### src/rtl/fifo_pkg.sv
// Shared helpers and types for the single-clock parametrised FIFO.
// Optional feature macro: SYNC_FIFO_FWFT_EN (first-word-fall-through read port).
package fifo_pkg;

    // Default configuration, matching the reference build of sync_fifo_param.
    localparam int DEF_DATA_W   = 8;
    localparam int DEF_DEPTH    = 16;
    localparam int DEF_AF_LEVEL = 12;
    localparam int DEF_AE_LEVEL = 2;

    // Number of RAM address bits needed for a given depth.
    function automatic int fifoAddrW(input int depth);
        return $clog2(depth);
    endfunction

    // True when v is a non-zero power of two.
    function automatic bit isPow2(input int v);
        return (v > 0) && ((v & (v - 1)) == 0);
    endfunction

    // Almost-full / almost-empty thresholds must sit inside the occupancy range
    // and must not overlap, otherwise both flags could be set at once.
    function automatic bit levelsValid(input int depth, input int af, input int ae);
        return (af >= 1) && (af <= depth) && (ae >= 0) && (ae < depth) && (ae < af);
    endfunction

    localparam int DEF_ADDR_W = fifoAddrW(DEF_DEPTH);

    // Pointers carry one extra wrap bit above the RAM index; occupancy needs the
    // same width to represent the full value DEPTH.
    typedef logic [DEF_ADDR_W:0] ptr_t;
    typedef logic [DEF_ADDR_W:0] cnt_t;

endpackage

### src/rtl/fifo_dpram.sv
// Simple dual-port storage for sync_fifo_param: one write port, one read port.
// Read port is asynchronous when SYNC_FIFO_FWFT_EN is defined, registered otherwise.
module fifo_dpram
    import fifo_pkg::*;
#(
    parameter  int DATA_W = DEF_DATA_W,
    parameter  int DEPTH  = DEF_DEPTH,
    localparam int ADDR_W = fifoAddrW(DEPTH)
) (
    input  logic              clk,
`ifndef SYNC_FIFO_FWFT_EN
    input  logic              rst,
    input  logic              re,
`endif
    input  logic              we,
    input  logic [ADDR_W-1:0] waddr,
    input  logic [DATA_W-1:0] wdata,
    input  logic [ADDR_W-1:0] raddr,
    output logic [DATA_W-1:0] rdata
);

    logic [DATA_W-1:0] mem [DEPTH];

    // Write port; storage is deliberately not reset so it maps onto plain RAM.
    always_ff @(posedge clk) begin
        if (we) begin
            mem[waddr] <= wdata;
        end
    end

`ifdef SYNC_FIFO_FWFT_EN
    // Fall-through read: the word at the read pointer is always visible.
    assign rdata = mem[raddr];
`else
    logic [DATA_W-1:0] rdata_q;

    // Registered read: a word is fetched only on an accepted pop and held otherwise.
    always_ff @(posedge clk) begin
        if (rst) begin
            rdata_q <= '0;
        end else if (re) begin
            rdata_q <= mem[raddr];
        end
    end

    assign rdata = rdata_q;
`endif

endmodule

### src/rtl/sync_fifo_param.sv
// Single-clock parametrised FIFO with occupancy count, almost-full/almost-empty
// thresholds and sticky overflow/underflow flags.
// Optional feature macro: SYNC_FIFO_FWFT_EN selects first-word-fall-through output.
module sync_fifo_param
    import fifo_pkg::*;
#(
    parameter  int DATA_W   = DEF_DATA_W,
    parameter  int DEPTH    = DEF_DEPTH,
    parameter  int AF_LEVEL = DEF_AF_LEVEL,
    parameter  int AE_LEVEL = DEF_AE_LEVEL,
    localparam int ADDR_W   = fifoAddrW(DEPTH),
    localparam int CNT_W    = ADDR_W + 1
) (
    input  logic              clk,
    input  logic              rst,
    input  logic [DATA_W-1:0] data_in,
    input  logic              push,
    output logic              full,
    output logic [DATA_W-1:0] data_out,
    input  logic              pop,
    output logic              empty,
    output logic              almost_full,
    output logic              almost_empty,
    output logic [CNT_W-1:0]  count,
    input  logic              clr_err,
    output logic              overflow,
    output logic              underflow
);

    // Reject configurations the pointer arithmetic or flag logic cannot handle.
    if (!isPow2(DEPTH) || DEPTH < 4) begin : gDepthCheck
        $error("sync_fifo_param: DEPTH must be a power of two and at least 4");
    end
    if (!levelsValid(DEPTH, AF_LEVEL, AE_LEVEL)) begin : gLevelCheck
        $error("sync_fifo_param: AF_LEVEL/AE_LEVEL out of range or overlapping");
    end

    localparam logic [CNT_W-1:0] FULL_CNT = CNT_W'(DEPTH);
    localparam logic [CNT_W-1:0] AF_CNT   = CNT_W'(AF_LEVEL);
    localparam logic [CNT_W-1:0] AE_CNT   = CNT_W'(AE_LEVEL);

    logic [ADDR_W:0]   wrPtr_q, wrPtr_d;
    logic [ADDR_W:0]   rdPtr_q, rdPtr_d;
    logic [CNT_W-1:0]  count_q, count_d;
    logic              full_q, full_d;
    logic              empty_q, empty_d;
    logic              almostFull_q, almostFull_d;
    logic              almostEmpty_q, almostEmpty_d;
    logic              overflow_q, overflow_d;
    logic              underflow_q, underflow_d;

    logic              pushAcc;
    logic              popAcc;
    logic [DATA_W-1:0] rdData;

    // Handshake decisions use only registered flags so they never depend on this cycle's outcome.
    assign pushAcc = push && !full_q;
    assign popAcc  = pop && !empty_q;

    // Next-state: pointers, occupancy, derived flags and sticky error flags.
    always_comb begin
        wrPtr_d       = wrPtr_q;
        rdPtr_d       = rdPtr_q;
        count_d       = count_q;
        overflow_d    = overflow_q;
        underflow_d   = underflow_q;

        if (pushAcc) begin
            wrPtr_d = wrPtr_q + 1'b1;
        end
        if (popAcc) begin
            rdPtr_d = rdPtr_q + 1'b1;
        end

        case ({pushAcc, popAcc})
            2'b10:   count_d = count_q + 1'b1;
            2'b01:   count_d = count_q - 1'b1;
            default: count_d = count_q;
        endcase

        full_d        = (count_d == FULL_CNT);
        empty_d       = (count_d == '0);
        almostFull_d  = (count_d >= AF_CNT);
        almostEmpty_d = (count_d <= AE_CNT);

        if (clr_err) begin
            overflow_d  = 1'b0;
            underflow_d = 1'b0;
        end
        if (push && full_q) begin
            overflow_d = 1'b1;
        end
        if (pop && empty_q) begin
            underflow_d = 1'b1;
        end
    end

    // State register; reset discards all queued data but leaves RAM contents alone.
    always_ff @(posedge clk) begin
        if (rst) begin
            wrPtr_q       <= '0;
            rdPtr_q       <= '0;
            count_q       <= '0;
            full_q        <= 1'b0;
            empty_q       <= 1'b1;
            almostFull_q  <= 1'b0;
            almostEmpty_q <= 1'b1;
            overflow_q    <= 1'b0;
            underflow_q   <= 1'b0;
        end else begin
            wrPtr_q       <= wrPtr_d;
            rdPtr_q       <= rdPtr_d;
            count_q       <= count_d;
            full_q        <= full_d;
            empty_q       <= empty_d;
            almostFull_q  <= almostFull_d;
            almostEmpty_q <= almostEmpty_d;
            overflow_q    <= overflow_d;
            underflow_q   <= underflow_d;
        end
    end

    fifo_dpram #(
        .DATA_W (DATA_W),
        .DEPTH  (DEPTH)
    ) uRam (
        .clk   (clk),
`ifndef SYNC_FIFO_FWFT_EN
        .rst   (rst),
        .re    (popAcc),
`endif
        .we    (pushAcc),
        .waddr (wrPtr_q[ADDR_W-1:0]),
        .wdata (data_in),
        .raddr (rdPtr_q[ADDR_W-1:0]),
        .rdata (rdData)
    );

`ifdef SYNC_FIFO_FWFT_EN
    // While empty the RAM word is stale; show a stable zero instead.
    assign data_out = empty_q ? '0 : rdData;
`else
    assign data_out = rdData;
`endif

    assign count        = count_q;
    assign full         = full_q;
    assign empty        = empty_q;
    assign almost_full  = almostFull_q;
    assign almost_empty = almostEmpty_q;
    assign overflow     = overflow_q;
    assign underflow    = underflow_q;

endmodule

### config.mk
export PLATFORM = sky130hd
export DESIGN_NAME = sync_fifo_param
export DESIGN_NICKNAME = d
export VERILOG_FILES = /design/src/rtl/fifo_pkg.sv /design/src/rtl/fifo_dpram.sv /design/src/rtl/sync_fifo_param.sv
export SDC_FILE = /design/constraint.sdc
export NUM_CORES = 1
export LEC_CHECK = 0
export BUFFER_PORTS_ARGS = -buffer_cell sky130_fd_sc_hd__buf_2
export CORE_UTILIZATION = 30
export CTS_CLUSTER_DIAMETER = 200
export DETAILED_ROUTE_END_ITERATION = 16
export HOLD_SLACK_MARGIN = 0.05
export SETUP_SLACK_MARGIN = 0.4
export SKIP_CTS_REPAIR_TIMING = 1
export SLEW_MARGIN = 20
export SYNTH_ARGS = -nofsm -noshare
export SYNTH_HDL_FRONTEND = slang
export SYNTH_SLANG_ARGS = --single-unit
### constraint.sdc
create_clock -name clk -period 2.4 [get_ports clk]
set_input_delay 0.36 -clock clk [delete_from_list [all_inputs] [get_ports clk]]
set_output_delay 0.36 -clock clk [all_outputs]
set_load 0.01 [all_outputs]
==> impl_metrics.ini <==
[power_and_ir_drop]
peakVddDrop_mv = 0.4641
internal_power_mw = 4.965
powerDensity_nw_per_um2 = 902.8
sw_frac_of_total = 0.2679
total_power_mw = 6.782
pwr-share-seq = 0.464
clkPwrFrac = 0.357
switchingPower_mw = 1.817
combPwrFrac = 0.179
power.leakage_nw = 2.550

[synthesis]
async_flop_share = 0
synth_area_per_cell_sq_um = 17.08
yosys_warnings = 0
synth_cell_types = 43
synth-edff-count = 128
yosys_register_bits = 155
postSynthCellCount = 365
seq_area_frac_synth = 0.7030
synthTopCellsByCount = edfxtp_1, nor2_1, dfxtp_1
synth_most_common_cell = edfxtp_1
synth_top_area_frac = 0.6164
syn_area_sq_um = 6236
synth_fp_nets = 385
synth.largest_area_cell = edfxtp_1
synth_area_leaders = edfxtp_1, dfxtp_1, mux4_1
ys.flop_type = edfxtp_1

[clocking]
tritoncts = done
clk_path_buf_depth = 2
cts.sinks = 155
insertion_delay_ns = 0.42
h-tree-depth = 4
cts_root_buf = clkbuf_16
clk_pin_slew_ns = 0.06
cts_buffers = 17

[final_layout]
fin_nets = 438
seqCellArea_sq_um = 4388
multiInputGateArea_sq_um = 1821
nFillCells = 1904
area_growth_pct = 20.47
drive_gt1_frac = 0.3016
antenna-diode-count = 0

[placement]
dp.final_hpwl_um = 7716
numPortBuffers = 31
gp_congestion = 0.8028

[worst_setup_path]
critical-path-max-stage-delay_ns = 0.33
reg2reg_depth = 10
rr_endpoint = full
reg2reg_slack_ns = 0.43
end_kind = flip-flop
arrival_ns = 2.30
r2r-start = empty
crit_path_start_kind = flip-flop
critical-path-top-delay-family = compound AO/OA/AOI/OAI gates
worst-setup-path-type = reg -> reg
crit_buf_inv = 1
crit_required_ns = 2.72
path_cells = nand2b_4 -> inv_8 -> nand2_4 -> xnor2_4 -> ha_4 -> a21oi_4 -> a21boi_4 -> o21ba_4 -> o31ai_2 -> nor4b_2
path_max_fanout = 6
slowest_stage = dfxtp_2

[timing]
slew-limit-headroom = 0.5204
setup_viol = 0
tightest_slew_ns = 0.7167
finalClockSkew_ns = 0.01023
fin_tns_setup_ns = 0
fin_crit_sh = 0.8227
fin_crit_ns = 1.974
grt_setup_unrepaired = true
hold_viol = 0
fmax_mhz = 506.5
drv_slew = 0

[global_routing]
grt_first_pass_wirelength_um = 19260
antenna_found_initial = 0
grt_max_degree = 36
grt.total_usage = 0.1232
grt.overflow.total = 0
grt_pass1_vias = 3295

[die]
die_h_um = 146.2
initial_core_util = 0.3072
core_area_sq_um = 20300
ios = 32
num_rows = 52
dieArea_sq_um = 21370
die_w_um = 146.2

[min_path]
hp-class = in -> reg
hold_start = push
whs_endpoint = overflow
min_path_cells = 3

[job]
cap_violations = 0

[route]
drc = 0
initialDrtViolationCount = 248
avgViaCountPerCell = 4.857
drtAntennaViolNets = 0
routedWlPerCell_um = 17.99
drt_wl_total_um = 12610
first_pass_iters = 4
vias = 3405

[outcome]
status = finished, final reports clean
## cells in the final DEF (no fill, tap or decap), types with 3 or more instances in the layout
cell type	instances
nor2b_1	4
clkbuf_16	18
clkinvlp_4	4
nor3_1	6
dfxtp_2	3
inv_1	4
edfxtp_1	128
inv_8	3
mux4_1	16
ha_1	5
xor2_1	5
nor2_1	38
buf_4	23
a21oi_1	20
buf_2	31
dfxtp_1	24
nand4_1	3
mux4_2	16
clkinv_2	3
inv_6	3
nand2_1	13
a22oi_1	18
## power groups by stage
stage | sequential [mW] | combinational, mW | clock, mW
floorplan | 3.18 | 0.808 | 0
global placement | 3.18 | 1.05 | 0
detailed placement | 3.19 | 1.07 | 0
CTS | 3.13 | 1.07 | 2.48
global route | 3.17 | 1.32 | 2.58
finish | 3.15 | 1.21 | 2.42
## stage by stage
stage               instance area, sq um  worst slack, ns  std cells  utilization  hold slack (ns)
floorplan                           6261           0.3990        365            -           0.4589
global placement                    6803           0.2210        666       0.3351           0.4645
detailed placement                  6803           0.1462        666       0.3351           0.4891
CTS                                 7343           0.3101        698       0.3617           0.2046
global route                        7512           0.3320        701       0.3701           0.2458
finish                              7512           0.4256        701       0.3701           0.2198
## state kept, by name (all words and copies together), names as in the netlist
| name | flops |
|---|---|
| uRam.mem | 128 |
| uRam.rdata | 8 |
| count | 5 |
| rdPtr_q | 4 |
| wrPtr_q | 4 |
| almost_empty | 1 |
| almost_full | 1 |
| empty | 1 |
| full | 1 |
| overflow | 1 |
| underflow | 1 |
## worst max-delay path by stage
| stage | startpoint | endpoint | cells after the start |
|---|---|---|---|
| after floorplan | push | empty | 10 |
| after global placement | push | empty | 11 |
| after detailed placement | push | empty | 11 |
| after CTS | empty | almost_empty | 10 |
| after global routing | empty | full | 10 |
| final | empty | full | 10 |
## cells by family after synthesis
logic type / count (synthesis) / synth area share
mux: 32 / 0.1252
simple gates: 78 / 0.05859
fa+ha+maj: 7 / 0.01404
compound gates: 55 / 0.05879
xor+xnor: 9 / 0.01264
buf+inv: 29 / 0.02769
flops: 155 / 0.7031
## metal layers
layer / track usage / up-vias / part of all wire
met5: 0 / - / 0
met3: 0.03906 / 14 / 0.051
li1: - / 1553 / -
met2: 0.1971 / 98 / 0.49
met1: 0.1570 / 1740 / 0.44
met4: 0.04375 / 0 / 0.012
## tightest hold or removal path, cell delays in order
cell and delay (ns):
buf_2 0.09, a22oi_1 0.07, nor2_1 0.08
## cell type report
cell class | count | area share
sequential | 155 | 0.5841
multi-input combinational | 181 | 0.2423
clock buffer | 17 | 0.05663
timing repair buffer | 57 | 0.05230
tap | 270 | 0.04497
clock inverter | 15 | 0.01532
inverter | 6 | 0.004330
No activity file was read; power rests on OpenSTA's default activity.
